File: config.mk
export PLATFORM = sky130hd
export DESIGN_NAME = if_fetch
export DESIGN_NICKNAME = d
export VERILOG_FILES = /design/src/rtl/mips_pkg.sv /design/src/rtl/fetch_fifo.sv /design/src/rtl/if_fetch.sv
export SDC_FILE = /design/constraint.sdc
export NUM_CORES = 1
export LEC_CHECK = 0
export BUFFER_PORTS_ARGS = -buffer_cell sky130_fd_sc_hd__buf_2
export CORE_MARGIN = 5
export CORE_UTILIZATION = 30
export CTS_CLUSTER_SIZE = 25
export DETAILED_ROUTE_END_ITERATION = 6
export PLACE_DENSITY = 0.57
export SYNTH_ARGS = -nofsm -noshare
export SYNTH_HDL_FRONTEND = slang
export SYNTH_SLANG_ARGS = --single-unit
File: constraint.sdc
create_clock -name clk -period 7.6 [get_ports clk]
set_input_delay 0.38 -clock clk [delete_from_list [all_inputs] [get_ports clk]]
set_output_delay 0.38 -clock clk [all_outputs]
set_load 0.05 [all_outputs]
File: src/rtl/mips_pkg.sv
// Shared widths, reset defaults and the fetch-buffer entry type used by
// the fetch front end and decode.
package mips_pkg;

  localparam int unsigned INSTR_W = 32;
  localparam int unsigned ADDR_W  = 32;

  localparam logic [ADDR_W-1:0] DEFAULT_RESET_PC = 32'h0000_0000;

  typedef struct packed {
    logic [ADDR_W-1:0]  pc;
    logic [INSTR_W-1:0] instr;
  } fetch_entry_t;

endpackage

File: src/rtl/fetch_fifo.sv
// DEPTH-entry synchronous FIFO of fetch entries; head is read combinationally
// so an entry written at an edge is visible from that edge onward.
module fetch_fifo
  import mips_pkg::*;
#(
  parameter int unsigned DEPTH = 2,
  localparam int unsigned PW = $clog2(DEPTH),
  localparam int unsigned CW = $clog2(DEPTH + 1)
) (
  input  logic          clk,
  input  logic          rst_n,
  input  logic          flush,
  input  logic          enq,
  input  logic          deq,
  input  fetch_entry_t  wdata,
  output logic          full,
  output logic          empty,
  output fetch_entry_t  head,
  output logic [CW-1:0] count
);

  fetch_entry_t  r_mem [DEPTH];
  logic [PW-1:0] r_wr_ptr;
  logic [PW-1:0] r_rd_ptr;
  logic [CW-1:0] r_count;

  assign full  = (r_count == CW'(DEPTH));
  assign empty = (r_count == '0);
  assign head  = r_mem[r_rd_ptr];
  assign count = r_count;

  // Storage is cleared on reset so the outputs read zero before any fetch.
  always_ff @(posedge clk or negedge rst_n) begin
    if (!rst_n) begin
      r_mem    <= '{default: '0};
      r_wr_ptr <= '0;
      r_rd_ptr <= '0;
      r_count  <= '0;
    end else if (flush) begin
      r_wr_ptr <= '0;
      r_rd_ptr <= '0;
      r_count  <= '0;
    end else begin
      if (enq) begin
        r_mem[r_wr_ptr] <= wdata;
        r_wr_ptr        <= r_wr_ptr + PW'(1);
      end
      if (deq) begin
        r_rd_ptr <= r_rd_ptr + PW'(1);
      end
      if (enq && !deq) begin
        r_count <= r_count + CW'(1);
      end else if (!enq && deq) begin
        r_count <= r_count - CW'(1);
      end
    end
  end

endmodule

File: src/rtl/if_fetch.sv
// Instruction-fetch front end: owns the PC, reads the async ROM, buffers
// {pc, instr} pairs for decode and services branch/jump redirects.
module if_fetch
  import mips_pkg::*;
#(
  parameter logic [ADDR_W-1:0] RESET_PC = DEFAULT_RESET_PC,
  parameter int unsigned       DEPTH    = 2
) (
  input  logic               clk,
  input  logic               rst_n,
  output logic [ADDR_W-1:0]  imem_addr,
  input  logic [INSTR_W-1:0] imem_data,
  input  logic               fetch_en,
  input  logic               redirect_valid,
  input  logic [ADDR_W-1:0]  redirect_pc,
  output logic               out_valid,
  input  logic               out_ready,
  output logic [INSTR_W-1:0] out_instr,
  output logic [ADDR_W-1:0]  out_pc,
  output logic [ADDR_W-1:0]  out_pc_plus4
);

  localparam int unsigned CW = $clog2(DEPTH + 1);

  logic [ADDR_W-1:0] r_pc;
  logic              r_primed;

  logic              w_full;
  logic              w_empty;
  logic              w_enq;
  logic              w_deq;
  fetch_entry_t      w_wdata;
  fetch_entry_t      w_head;
  logic [CW-1:0]     w_unused_count;
  logic              w_unused_redirect_lo;

  assign w_unused_redirect_lo = ^redirect_pc[1:0];

  assign imem_addr = r_pc;
  assign w_deq     = ~w_empty & out_ready;
  assign w_enq     = fetch_en & ~redirect_valid & (~w_full | w_deq);

  assign w_wdata.pc    = r_pc;
  assign w_wdata.instr = imem_data;

  fetch_fifo #(
    .DEPTH(DEPTH)
  ) u_fifo (
    .clk  (clk),
    .rst_n(rst_n),
    .flush(redirect_valid),
    .enq  (w_enq),
    .deq  (w_deq),
    .wdata(w_wdata),
    .full (w_full),
    .empty(w_empty),
    .head (w_head),
    .count(w_unused_count)
  );

  assign out_valid = ~w_empty;
  assign out_instr = w_head.instr;
  assign out_pc    = w_head.pc;
  // The zeroed head would otherwise show pc+4 = 4 straight out of reset.
  assign out_pc_plus4 = r_primed ? (w_head.pc + ADDR_W'(4)) : '0;

  always_ff @(posedge clk or negedge rst_n) begin
    if (!rst_n) begin
      r_pc     <= RESET_PC;
      r_primed <= 1'b0;
    end else begin
      if (redirect_valid) begin
        r_pc <= {redirect_pc[ADDR_W-1:2], 2'b00};
      end else if (w_enq) begin
        r_pc <= r_pc + ADDR_W'(4);
      end
      if (w_enq) begin
        r_primed <= 1'b1;
      end
    end
  end

endmodule

# Yosys cells after proc, flatten, opt, wreduce, memory -nomap -nowiden
# Index checks and enable logic that the tools add are counted.
[totals]
input_bits = 69
wordCells = 54
ff_bits = 165
output_inout_bits = 129
[op_classes]
n_reduce_logical = 10
addsub = 6
n_bitwise = 9
eq_ne = 1
mux = 16
order_cmp = 3
[ops]
columns = ["cell", "n"]
rows = [
  ["64-bit 2-to-1 mux", 4],
  ["128-bit bitwise mux", 1],
  ["32-bit 2-to-1 mux", 3],
  ["32-bit by 3-bit adder with 32-bit output, second input constant", 2],
  ["64-bit demux with 1-bit select", 1],
  ["2-bit 2-to-1 mux", 3],
  ["2-bit >= comparator, second input constant", 2],
  ["1-bit 2-to-1 mux", 4],
  ["1-bit NOT with 2-bit output", 2],
  ["2-bit nonzero test", 2],
  ["1-bit AND", 3],
  ["1-bit logical AND", 3],
  ["1-bit NOT", 3],
  ["3-bit nonzero test", 1],
  ["1-bit adder, second input constant", 2],
  ["2-bit by 1-bit adder with 2-bit output, second input constant", 1],
  ["2-bit == test, second input constant", 1],
  ["1-bit logical NOT", 2],
  ["2-bit logical NOT", 1],
  ["2-bit by 1-bit less-than comparator with 1-bit output, second input constant", 1],
  ["2-bit AND reduction", 1],
  ["2-bit by 1-bit subtractor with 2-bit output, second input constant", 1],
  ["1-bit bitwise OR", 1],
]

# Logic depth before layout (Yosys ltp)
[depth]
depth_word = 10
mapped_depth = 13
mapped_depth_nobuf = 6

# By module
# A second synthesis with hierarchy kept.
[unflattened]
hier_cells = 678
area_unflattened_um2 = 8548.2
[by_module_without_submodules]
columns = ["mod", "cells_per_inst", "n_inst", "area_per_inst_um2"]
rows = [
  ["fetch_fifo", 361, 1, 6043.3],
  ["if_fetch", 317, 1, 2504.9],
]

# Worst setup path before layout
# OpenSTA, ideal clock, no wires.
[synth_path]
path_type = "register to output"
start = "register u_fifo.r_rd_ptr"
end = "output out_pc_plus4[10]"
stages_incl_launch_ff = 13
path_slack_ns = 3.505
arrival_ns = 3.715
path_cell_list = "dfrtp_1 -> buf_6 -> buf_4 -> buf_4 -> buf_2 -> buf_2 -> buf_2 -> mux2_2 -> ha_1 -> and3_1 -> clkbuf_1 -> and3_1 -> nor3_1"
[synth_between]
elab_chain_cells = 6
[synth_lines]
columns = ["item", "line_no", "rtl"]
rows = [
  ["start, declared", "fetch_fifo.sv:24", "logic [PW-1:0] r_rd_ptr;"],
  ["start signal, assigned", "fetch_fifo.sv:49", "r_rd_ptr <= r_rd_ptr + PW'(1);"],
  ["1-bit NOT with 2-bit output (not written as such)", "fetch_fifo.sv:29", "assign head = r_mem[r_rd_ptr];"],
  ["64-bit 2-to-1 mux (not written as such) (3 in a row)", "fetch_fifo.sv:29", ""],
  ["net out_pc[3]", "if_fetch.sv:19", "output logic [ADDR_W-1:0] out_pc,"],
  ["32-bit by 3-bit adder with 32-bit output", "if_fetch.sv:65", "assign out_pc_plus4 = r_primed ? (w_head.pc + ADDR_W'(4)) : '0;"],
  ["32-bit 2-to-1 mux", "if_fetch.sv:65", ""],
  ["end, declared", "if_fetch.sv:20", "output logic [ADDR_W-1:0] out_pc_plus4"],
]
# The timed path passes the listed nets, and every way through them passes these cells. The select of a mux whose other input is x is not followed.

# Worst setup path after layout
[layout_path]
start = "register u_fifo.r_rd_ptr"
end = "output out_pc_plus4[26]"
[layout_between]
elab_chain_cells = 6
[layout_lines]
columns = ["item", "line_no"]
rows = [
  ["1-bit NOT with 2-bit output (not written as such)", "fetch_fifo.sv:29"],
  ["64-bit 2-to-1 mux (not written as such) (3 in a row)", "fetch_fifo.sv:29"],
  ["32-bit by 3-bit adder with 32-bit output", "if_fetch.sv:65"],
  ["32-bit 2-to-1 mux", "if_fetch.sv:65"],
]
# No other way between the ends. The select of a mux whose other input is x is not followed.

==> results.py <==
metrics = {
    "timing": {
        "setup_ws_ns": 3.407,
        "finalSetupViolations": 0,
        "rsz_0062_raised_after_global_routing": "false",
        "fmax_mhz": 238.5,
        "timing.final.max_slew_violations": 0,
        "totalNegativeSetupSlack_ns": 0,
        "final_hold_viols": 0,
        "maxSlewHeadroom_pct": 39.82,
        "fin_worst_skew_ns": 0.008414,
        "final_period_minus_worst_setup_slack_ns": 4.193,
        "worst_pin_slew_ns": 0.9027,
        "layout_worst_path_cycle_share_pct": 55.17,
    },
    "clock_tree": {
        "cts-buffers-inserted": 17,
        "clock_tree.buffer_depth": 2,
        "clkLatencyLatePin_ns": 0.42,
        "cts_post_setup_buffers_inserted": 0,
        "clkTransAtPathRegs_ns": 0.07,
        "clkSinkCount": 159,
        "cts_root_buffer": "clkbuf_16",
        "post_cts_hold_buffer_count": 0,
        "clock_tree_from_tritoncts": "built",
        "cts.repair.resized": 0,
        "h-tree-depth": 4,
    },
    "routing": {
        "wl_per_cell_microns": 17.50,
        "vias_post_dr": 6091,
        "first_pass_iters": 4,
        "totalWireLength_microns": 22460,
        "drc_errors": 0,
        "dr.first_iter.drc_count": 248,
        "drtAntennaViolNets": 0,
        "drt-vias-per-instance": 4.747,
    },
    "logic_synthesis": {
        "synth.top_cell.area_share_pct": 47.79,
        "yosys.area.top_type": "dfrtp_1",
        "synth_cells": 717,
        "synth-async-reset-ratio_pct": 100.0,
        "synth.distinct_cells": 51,
        "yosysWarningCount": 0,
        "postSynthAreaPerCell_sq_um": 11.61,
        "synth_edf_count": 0,
        "yosysSeqAreaShare_pct": 47.79,
        "yosys_register_bits": 159,
        "netlist_top_cells_area": "dfrtp_1 48%, mux2_2 24%, xnor2_1 3.4%",
        "post_synth_instance_area_sq_mm": 0.008325,
        "postSynth.topFlopCell": "dfrtp_1",
    },
    "outcome": {
        "outcome": "complete, no violations",
    },
    "setup_path": {
        "worst_setup_path_start_kind": "register",
        "r2r-start": "u_fifo.count[0]",
        "r2r_slack_ns": 4.54,
        "critical_path.endpoint_type": "primary output",
        "timing.reg2reg.worst_path_depth": 6,
        "worstSetupStartpoint": "u_fifo.r_rd_ptr",
        "timing.critical_path.fanout_max": 54,
        "timing.critical_path.arrival_ns": 3.81,
        "critPathKind": "register to primary output",
        "worstReg2RegEnd": "u_fifo.r_mem[53]",
        "crit_required_ns": 7.22,
    },
    "global_routing": {
        "grt_start_max_net_pins": 90,
        "met1_usage_pct": 19.47,
        "grt_pass1_vias": 6369,
        "global_route.usage.met3_pct": 4.904,
        "groute.usage.overall_pct": 14.51,
        "grt_remaining_overflow": 0,
        "met2_capacity_usage_during_global_routing_pct": 22.74,
        "antenna_found_initial": 5,
        "grt.busiest_layer": "met2",
        "grt_first_pass_wirelength_microns": 36160,
    },
    "layout": {
        "mostFrequentLayoutCell": "buf_2",
        "layout-drive-gt1-share_pct": 46.63,
        "layout_common_cells": "188 x buf_2, 175 x mux2_2, 158 x dfrtp_1",
        "multi_input_gate_area_in_the_final_layout_sq_mm": 0.004045,
        "num-fill-cells": 2790,
        "final_nets": 963,
        "combined_flip_flop_and_latch_cell_area_sq_mm": 0.003983,
        "final-instance-count-excl-fill": 1283,
        "antenna_cells_inserted": 0,
        "syn2layout_area_growth_pct": 22.03,
    },
    "die": {
        "core-area_sq_mm": 0.02763,
        "fp.dieW_microns": 176.6,
        "fp-row-count": 61,
        "initial_utilization_pct": 30.13,
        "die_h_microns": 176.6,
        "ioPinCount": 198,
        "floorplan_die_area_sq_mm": 0.03118,
    },
    "pwr": {
        "power-per-cell-area_mw_per_mm2": 332.5,
        "power.static_leakage_nw": 4.468,
        "vdd_drop_max_uv": 139.3,
    },
    "placement": {
        "dpl.cell_count": 1251,
        "routabilityCongestion": 0.7943,
        "hpwl_microns": 16070,
        "io_buffers": 189,
        "dp_worst_setup_slack_ns": 3.781,
    },
    "hold_path": {
        "timing.hold.worst.class": "primary input to asynchronous set/reset pin",
    },
    "job": {
        "max-cap-violations": 0,
    },
}
[critical path, stage by stage, from the launching register on]
cell and delay, ns:
dfrtp_4 0.76, buf_4 0.61, mux2_2 0.33, ha_1 0.18, and3_1 0.40, and4_1 0.41
a21oi_1 0.12, nor3b_2 0.20, buf_2 0.31
[state kept, by name, indices dropped and copies added (netlist names)]
name / count
u_fifo.r_mem: 124
imem_addr: 30
u_fifo.count: 2
r_primed: 1
u_fifo.r_rd_ptr: 1
u_fifo.r_wr_ptr: 1
[how the worst max path moves through the flow]
| stage | slack [ns] | cells past startpoint | to |
|---|---|---|---|
| after detailed placement | 3.78 | 7 | out_pc_plus4[26] |
| final | 3.41 | 8 | out_pc_plus4[26] |
| after floorplan | 3.50 | 12 | out_pc_plus4[10] |
| after global routing | 3.06 | 7 | out_pc_plus4[29] |
| after CTS | 3.33 | 8 | out_pc_plus4[26] |
| after global placement | 3.84 | 7 | out_pc_plus4[26] |
[layout make-up]
type,instances,area share (%)
well taps,378,4.655
flip-flops and latches,159,39.20
multi-input cells,503,39.82
inverters,15,0.5542
clock inverters,15,1.700
clock buffers,17,4.187
repair buffers,196,9.889
[cell usage after synthesis (all sizes together), types with 7 or more instances]
library cell,number
nand4,17
xnor2,32
buf,33
nand2,61
clkbuf,12
nor4,16
a21oi,11
inv,14
nand3,27
o21ai,39
nor2,19
nor3,17
mux2i,12
and2,7
dfrtp,159
mux2,175
xor2,9
[stage by stage]
stage                     area, sq um  power [mW]  utilization (%)  hold WS, ns
final                           10160       3.378            36.77      0.02691
after global routing            10160       3.558            36.77      0.08943
after CTS                       10160       3.422            36.77      0.03301
after detailed placement         9562       2.522            34.61       0.4887
after global placement           9562       2.498            34.61       0.4811
after floorplan                  8344       2.219                -      0.08441
[power breakdown]
| part | total (mW) | internal, mW | leakage, nW | switching, mW |
|---|---|---|---|---|
| logic | 1.29 | 0.407 | 2.26 | 0.880 |
| clock network | 0.882 | 0.495 | 0.289 | 0.386 |
| registers | 1.21 | 1.05 | 1.92 | 0.159 |
| total | 3.38 | 1.95 | 4.47 | 1.43 |
[cell families (layout without fill, tap and decap cells)]
logic type | after synthesis | after routing | synth area share [%]
and+or+nand+nor | 196 | 196 | 12.97
muxes | 187 | 187 | 25.11
DFF | 159 | 159 | 47.79
AOI/OAI and AO/OA | 71 | 71 | 5.515
buffers and inverters | 60 | 243 | 3.952
xor gates and xnor gates | 41 | 41 | 4.313
adders and majority gates | 2 | 2 | 0.3005
other | 1 | 6 | 0.04504
[per-layer routing]
| layer | wire (microns) | up-vias |
|---|---|---|
| li1 | - | 2919 |
| met3 | 1732 | 25 |
| met4 | 218 | 10 |
| met2 | 10110 | 167 |
| met1 | 10320 | 2970 |
| met5 | 75 | - |
(Power assumes the default switching activity.)
